[config.mk]
export PLATFORM = sky130hd
export DESIGN_NAME = writeback_unit
export DESIGN_NICKNAME = d
export VERILOG_FILES = /design/src/rtl/writeback_unit.sv
export SDC_FILE = /design/constraint.sdc
export NUM_CORES = 1
export LEC_CHECK = 0
export ABC_AREA = 1
export CORE_ASPECT_RATIO = 1.75
export CORE_MARGIN = 2
export CORE_UTILIZATION = 40
export CTS_BUF_LIST = sky130_fd_sc_hd__clkbuf_8
export CTS_CLUSTER_DIAMETER = 30
export DETAILED_ROUTE_END_ITERATION = 16
export PLACE_DENSITY = 0.8
export SLEW_MARGIN = 40
export SYNTH_ARGS = -nofsm -noshare
export SYNTH_HDL_FRONTEND = slang
export SYNTH_SLANG_ARGS = --single-unit
export TNS_END_PERCENT = 5
[constraint.sdc]
create_clock -name clk_i -period 3.02 [get_ports clk_i]
set_input_delay 0.604 -clock clk_i [delete_from_list [all_inputs] [get_ports clk_i]]
set_output_delay 0.604 -clock clk_i [all_outputs]
set_load 0.005 [all_outputs]
[src/rtl/writeback_unit.sv]
// Writeback stage: selects the result (ALU / load / PC+4 / aux), extracts load data,
// and drives a registered single-cycle register-file write port.
`ifndef DATA_WIDTH
`define DATA_WIDTH 32
`endif

// state     | meaning
// IDLE      | accepting transfers; non-load or load-with-data writes next cycle
// WAIT_LOAD | load accepted without data; holding funct3/offset/rd until mem_rvalid_i
module writeback_unit #(
  parameter int DATA_WIDTH = `DATA_WIDTH,
  parameter int REG_ADDR_W = 5,
  localparam int OFS_W = $clog2(DATA_WIDTH / 8)
) (
  input  logic                  clk_i,
  input  logic                  rst_ni,
  input  logic                  valid_i,
  output logic                  ready_o,
  input  logic [1:0]            result_src_i,
  input  logic [2:0]            funct3_i,
  input  logic [OFS_W-1:0]      byte_offset_i,
  input  logic [DATA_WIDTH-1:0] alu_result_i,
  input  logic [DATA_WIDTH-1:0] pc_plus_4_i,
  input  logic [DATA_WIDTH-1:0] aux_data_i,
  input  logic                  reg_write_i,
  input  logic [REG_ADDR_W-1:0] rd_addr_i,
  input  logic                  mem_rvalid_i,
  input  logic [DATA_WIDTH-1:0] mem_rdata_i,
  output logic                  rf_we_o,
  output logic [REG_ADDR_W-1:0] rf_addr_o,
  output logic [DATA_WIDTH-1:0] rf_wdata_o,
  output logic                  misaligned_o,
  output logic                  spurious_o
);

  localparam logic [0:0] IDLE      = 1'b0;
  localparam logic [0:0] WAIT_LOAD = 1'b1;

  logic [0:0]            state_q, state_d;
  logic [2:0]            f3_q, f3_d;
  logic [OFS_W-1:0]      ofs_q, ofs_d;
  logic [REG_ADDR_W-1:0] rd_q, rd_d;
  logic                  rw_q, rw_d;
  logic                  rf_we_q, rf_we_d;
  logic [REG_ADDR_W-1:0] rf_addr_q, rf_addr_d;
  logic [DATA_WIDTH-1:0] rf_wdata_q, rf_wdata_d;
  logic                  mis_q, mis_d;
  logic                  spur_q, spur_d;

  logic                  xfer, is_load;
  logic [2:0]            ld_f3;
  logic [OFS_W-1:0]      ld_ofs;
  logic [DATA_WIDTH-1:0] lane, ld_data, res_mux;
  logic                  ld_mis;

  assign ready_o = (state_q == IDLE);
  assign xfer    = valid_i && ready_o;
  assign is_load = (result_src_i == 2'b01);

  // Extraction uses the live inputs in IDLE and the held fields while waiting.
  assign ld_f3  = (state_q == WAIT_LOAD) ? f3_q  : funct3_i;
  assign ld_ofs = (state_q == WAIT_LOAD) ? ofs_q : byte_offset_i;
  assign lane   = mem_rdata_i >> {ld_ofs, 3'b000};

  always_comb begin
    ld_data = mem_rdata_i;
    ld_mis  = 1'b0;
    case (ld_f3)
      3'b000: ld_data = DATA_WIDTH'($signed(lane[7:0]));
      3'b001: begin
        ld_data = DATA_WIDTH'($signed(lane[15:0]));
        ld_mis  = ld_ofs[0];
      end
      3'b010: begin
        ld_data = DATA_WIDTH'($signed(lane[31:0]));
        ld_mis  = |ld_ofs[1:0];
      end
      3'b100: ld_data = DATA_WIDTH'(lane[7:0]);
      3'b101: begin
        ld_data = DATA_WIDTH'(lane[15:0]);
        ld_mis  = ld_ofs[0];
      end
      3'b011: if (DATA_WIDTH == 64) ld_mis = |ld_ofs;
      3'b110: if (DATA_WIDTH == 64) begin
        ld_data = DATA_WIDTH'(lane[31:0]);
        ld_mis  = |ld_ofs[1:0];
      end
      default: ;
    endcase
  end

  always_comb begin
    case (result_src_i)
      2'b10:   res_mux = pc_plus_4_i;
      2'b11:   res_mux = aux_data_i;
      default: res_mux = alu_result_i;
    endcase
  end

  logic                  do_wb, wb_rw, wb_mis;
  logic [REG_ADDR_W-1:0] wb_rd;
  logic [DATA_WIDTH-1:0] wb_data;

  always_comb begin
    state_d = state_q;
    f3_d    = f3_q;
    ofs_d   = ofs_q;
    rd_d    = rd_q;
    rw_d    = rw_q;
    spur_d  = spur_q;
    do_wb   = 1'b0;
    wb_rw   = reg_write_i;
    wb_rd   = rd_addr_i;
    wb_data = res_mux;
    wb_mis  = 1'b0;
    if (state_q == IDLE) begin
      if (xfer && !is_load) begin
        do_wb = 1'b1;
      end else if (xfer && mem_rvalid_i) begin
        do_wb   = 1'b1;
        wb_data = ld_data;
        wb_mis  = ld_mis;
      end else if (xfer) begin
        f3_d    = funct3_i;
        ofs_d   = byte_offset_i;
        rd_d    = rd_addr_i;
        rw_d    = reg_write_i;
        state_d = WAIT_LOAD;
      end
      if (mem_rvalid_i && !(xfer && is_load)) spur_d = 1'b1;
    end else if (mem_rvalid_i) begin
      do_wb   = 1'b1;
      wb_rw   = rw_q;
      wb_rd   = rd_q;
      wb_data = ld_data;
      wb_mis  = ld_mis;
      state_d = IDLE;
    end

    rf_we_d    = 1'b0;
    rf_addr_d  = rf_addr_q;
    rf_wdata_d = rf_wdata_q;
    mis_d      = 1'b0;
    if (do_wb) begin
      if (wb_mis) begin
        mis_d = 1'b1;
      end else if (wb_rw && (wb_rd != '0)) begin
        rf_we_d    = 1'b1;
        rf_addr_d  = wb_rd;
        rf_wdata_d = wb_data;
      end
    end
  end

  always_ff @(posedge clk_i or negedge rst_ni) begin
    if (!rst_ni) begin
      state_q    <= IDLE;
      f3_q       <= '0;
      ofs_q      <= '0;
      rd_q       <= '0;
      rw_q       <= 1'b0;
      rf_we_q    <= 1'b0;
      rf_addr_q  <= '0;
      rf_wdata_q <= '0;
      mis_q      <= 1'b0;
      spur_q     <= 1'b0;
    end else begin
      state_q    <= state_d;
      f3_q       <= f3_d;
      ofs_q      <= ofs_d;
      rd_q       <= rd_d;
      rw_q       <= rw_d;
      rf_we_q    <= rf_we_d;
      rf_addr_q  <= rf_addr_d;
      rf_wdata_q <= rf_wdata_d;
      mis_q      <= mis_d;
      spur_q     <= spur_d;
    end
  end

  assign rf_we_o      = rf_we_q;
  assign rf_addr_o    = rf_addr_q;
  assign rf_wdata_o   = rf_wdata_q;
  assign misaligned_o = mis_q;
  assign spurious_o   = spur_q;

endmodule

==> summary.md <==
| Metric | Value |
|---|---|
| Status | `finished clean` |
| # Post-CTS Setup Buffers | `0` |
| Crit path DAT | `2.58 ns` |
| Syn_nets | `a little over 900` |
| CTS Buf Count | `5` |
| Vias per inst | `5.02` |
| Largest net degree at the start of global routing | `43` |
| Power Density | `about 390 nW/um^2` |
| Clock tree sinks | `52` |
| Layout cells sized above 1 | `6.75%` |
| Final WS setup | `a little under 0.7 ns` |
| Critical path peak fanout | `16` |
| Clock network fraction of design power | `about 16%` |
| Fillcell total | `1,118` |
| Seq/Total Area, Yosys | `28.7%` |
| GPL Wtd Cong | `between 0.9 and 1` |
| Synth-to-Final Area Change | `45.4%` |
| Fmax achieved | `between 400 and 500 MHz` |
| Sw Ratio | `35.3%` |
| Yosys warns | `0` |
| IO Port Bufs | `185` |
| LEAKAGE | `3.48 nW` |
| Skew final | `0.00879 ns` |
| DP HPWL | `between 10 and 15 mm` |
| Grt ovf | `0` |
| Initial antenna violation count | `0` |
| Psw | `901 uW` |
| Slew margin rel. | `62.3%` |
| Routed wire length | `~16 mm` |
| Setup_tns | `0 ns` |
| VDD IR-drop max | `0.324 mV` |
| Post-CTS Hold Buffers | `0` |
| Drt wl/cell | `14.8 um` |
| # rows | `between 50 and 60` |
| RSZ-0062 raised after global routing | `false` |
| Vias | `5,420` |
| Final Cycle Share | `77.6%` |
| Vias in the first global route | `5,140` |
| EDFF count, synth | `0` |
| TritonRoute pass-1 iters | `5` |
| Register share of total power | `between 30% and 40%` |
| First-pass GRT wire length | `24.7 mm` |
| Setup Slack @ Placement | `0.384 ns` |
| MaxCap Viol Count | `0` |
| CTS root buffer | `clkbuf_8` |
| Post-Syn Area | `4540 sq um` |
| Min Hold Slack | `0.260 ns` |
| Design Power | `2.55 mW` |
| CP Capture Type | `flop` |
| Startpoint Class | `flop` |
| Final min period | `2.34 ns` |
| Non-filler cells, final | `~1,100` |
| Die Y | `145 um` |
| Core region area | `between 10,000 and 15,000 sq um` |
| Post-synthesis sequential element count | `52` |
| Syn Area/Cell | `5.84 sq um` |
| Setup Viol. Count Final | `0` |
| Worst min path class | `input port to asynchronous set/reset pin` |
| Internal Power | `between 1.5 and 2 mW` |
| Ys async rst share | `100%` |
| Post_cts resized | `0` |
| Io pins | `186` |
| Final nets | `1,092` |
| H-Tree Depth | `2` |
| CTS tree | `done` |
| Starting Density | `40.8%` |
| Combinational fraction of design power | `46.5%` |
| Required @ worst endpoint | `3.26 ns` |
| GRT Util Overall | `25.5%` |
| Clk slew on worst S/H paths | `0.09 ns` |
| Worst skew pair latency | `0.33 ns` |
| Primary FF master, synth | `dfrtp_1` |
| DR DRC count | `0` |
| Clock Tree Buf Depth | `2` |
| Die width | `84.5 um` |
| Worst slew pin tran | `0.566 ns` |
| DR iter-0 viols | `334` |
| Distinct cells, synth | `31` |
| WS Path Type | `flop to flop` |
| Post-Syn Instances | `just under 800` |
| Post-route ant nets | `0` |
| Final Hold Vio Count | `0` |
| Total Die Area | `12,200 sq um` |
| Final Max Slew Viols | `0` |
| DP Cell Count | `1,072` |
| Diode count | `0` |
[power groups by stage]
stage	registers, mW	logic (mW)	clock network, mW
6_report	0.952	1.18	0.413
5_1_grt	0.973	1.31	0.446
4_1_cts	0.953	1.19	0.426
3_5_place_dp	0.960	1.19	0
3_3_place_gp	0.961	1.17	0
2_1_floorplan	0.959	0.550	0
[Yosys cell counts, types with 3 or more instances]
| library cell | number | area share [%] |
|---|---|---|
| dfrtp_1 | 52 | 29 |
| nand2_1 | 287 | 24 |
| nor3_1 | 6 | 0.66 |
| nand4_1 | 7 | 0.97 |
| inv_2 | 4 | 0.33 |
| clkbuf_1 | 18 | 1.5 |
| buf_6 | 4 | 0.99 |
| inv_1 | 101 | 8.4 |
| nor2_1 | 68 | 5.6 |
| nand3_2 | 3 | 0.66 |
| buf_2 | 13 | 1.4 |
| a21boi_1 | 9 | 1.5 |
| a21boi_0 | 3 | 0.50 |
| o21ai_0 | 37 | 4.1 |
| a21oi_2 | 7 | 1.4 |
| nand2_2 | 8 | 1.1 |
| o21ai_1 | 10 | 1.1 |
| a21oi_1 | 15 | 1.7 |
| mux2_2 | 5 | 1.2 |
| buf_4 | 7 | 1.2 |
| nand3_1 | 102 | 11 |
[cells in the final DEF, fill, tap and decap left out, types with 2 or more instances in the layout]
cell | synthesis | routed
nand2_1 | 287 | 287
nor3_1 | 6 | 6
a21oi_2 | 7 | 7
nand3_2 | 3 | 3
nor2_1 | 68 | 67
clkdlybuf4s50_1 | 0 | 184
a21oi_1 | 15 | 15
o21ai_1 | 10 | 10
nand4_1 | 7 | 7
o21ai_0 | 37 | 37
buf_4 | 7 | 20
inv_2 | 4 | 4
mux2_2 | 5 | 5
dfrtp_1 | 52 | 52
inv_1 | 101 | 102
a21boi_1 | 9 | 9
buf_12 | 0 | 2
nand2_2 | 8 | 8
nand3_1 | 102 | 102
a21boi_0 | 3 | 3
clkbuf_8 | 0 | 5
[metrics by stage]
stage,utilization (%),cell area (sq um)
after CTS,59.4,6590
final,59.4,6590
after global placement,58.6,6500
after detailed placement,58.6,6500
after floorplan,-,4540
after global routing,59.4,6590
[flip-flops by register name, summed over array words and instances, names as in the netlist]
| signal | count |
|---|---|
| rw_q | 1 |
| rd_q | 5 |
| rf_we_o | 1 |
| f3_q | 3 |
| misaligned_o | 1 |
| state_q | 1 |
| rf_addr_o | 5 |
| spurious_o | 1 |
| rf_wdata_o | 32 |
| ofs_q | 2 |
[cells by family after synthesis]
group / after synthesis / synth area share, %
buffers and inverters: 148 / 13.9
AND/OR/NAND/NOR: 485 / 44.9
AO/OA/AOI/OAI: 86 / 11.2
flip-flops: 52 / 28.7
multiplexers: 5 / 1.24
[final timing paths]
check	from	end	slack (ns)	cells past startpoint
worst max-delay path	state_q	rf_wdata_o[25]	0.68	11
worst min-delay path	rst_ni	rf_wdata_o[26]	0.26	1
worst max register to register	state_q	rf_wdata_o[25]	0.68	11
worst min register to register	spurious_o	spurious_o	0.49	1
max in group asynchronous	rst_ni	rf_wdata_o[30]	2.21	2
min in group clk_i	spurious_o	spurious_o	0.49	1
[per-layer routing]
metal	share of wire, %	GRT usage, %
met3	5.1	3.80
met5	0	0
met1	38	27.8
met4	4.6	12.5
met2	53	47.5
[critical path: stages, from the launching register on]
cell and delay [ns]:
dfrtp_1 0.47, buf_4 0.25, nand2_1 0.07, buf_4 0.18, nand2_1 0.14, buf_4 0.21
nand2_1 0.06, nand3_1 0.11, nand3_2 0.32, nand3_1 0.20, nand2_1 0.07, a21boi_0 0.17
[layout make-up]
cell class                 instances  area (sq um)  area share [%]
inverter                         106           400            6.07
clock buffer                       5          68.8            1.04
sequential                        52          1300            19.7
timing repair buffer             206          2030            30.8
tap                              132           165            2.50
clock inverter                     3          20.0           0.304
multi-input combinational        576          2610            39.5
No activity file was read; power rests on OpenSTA's default activity.
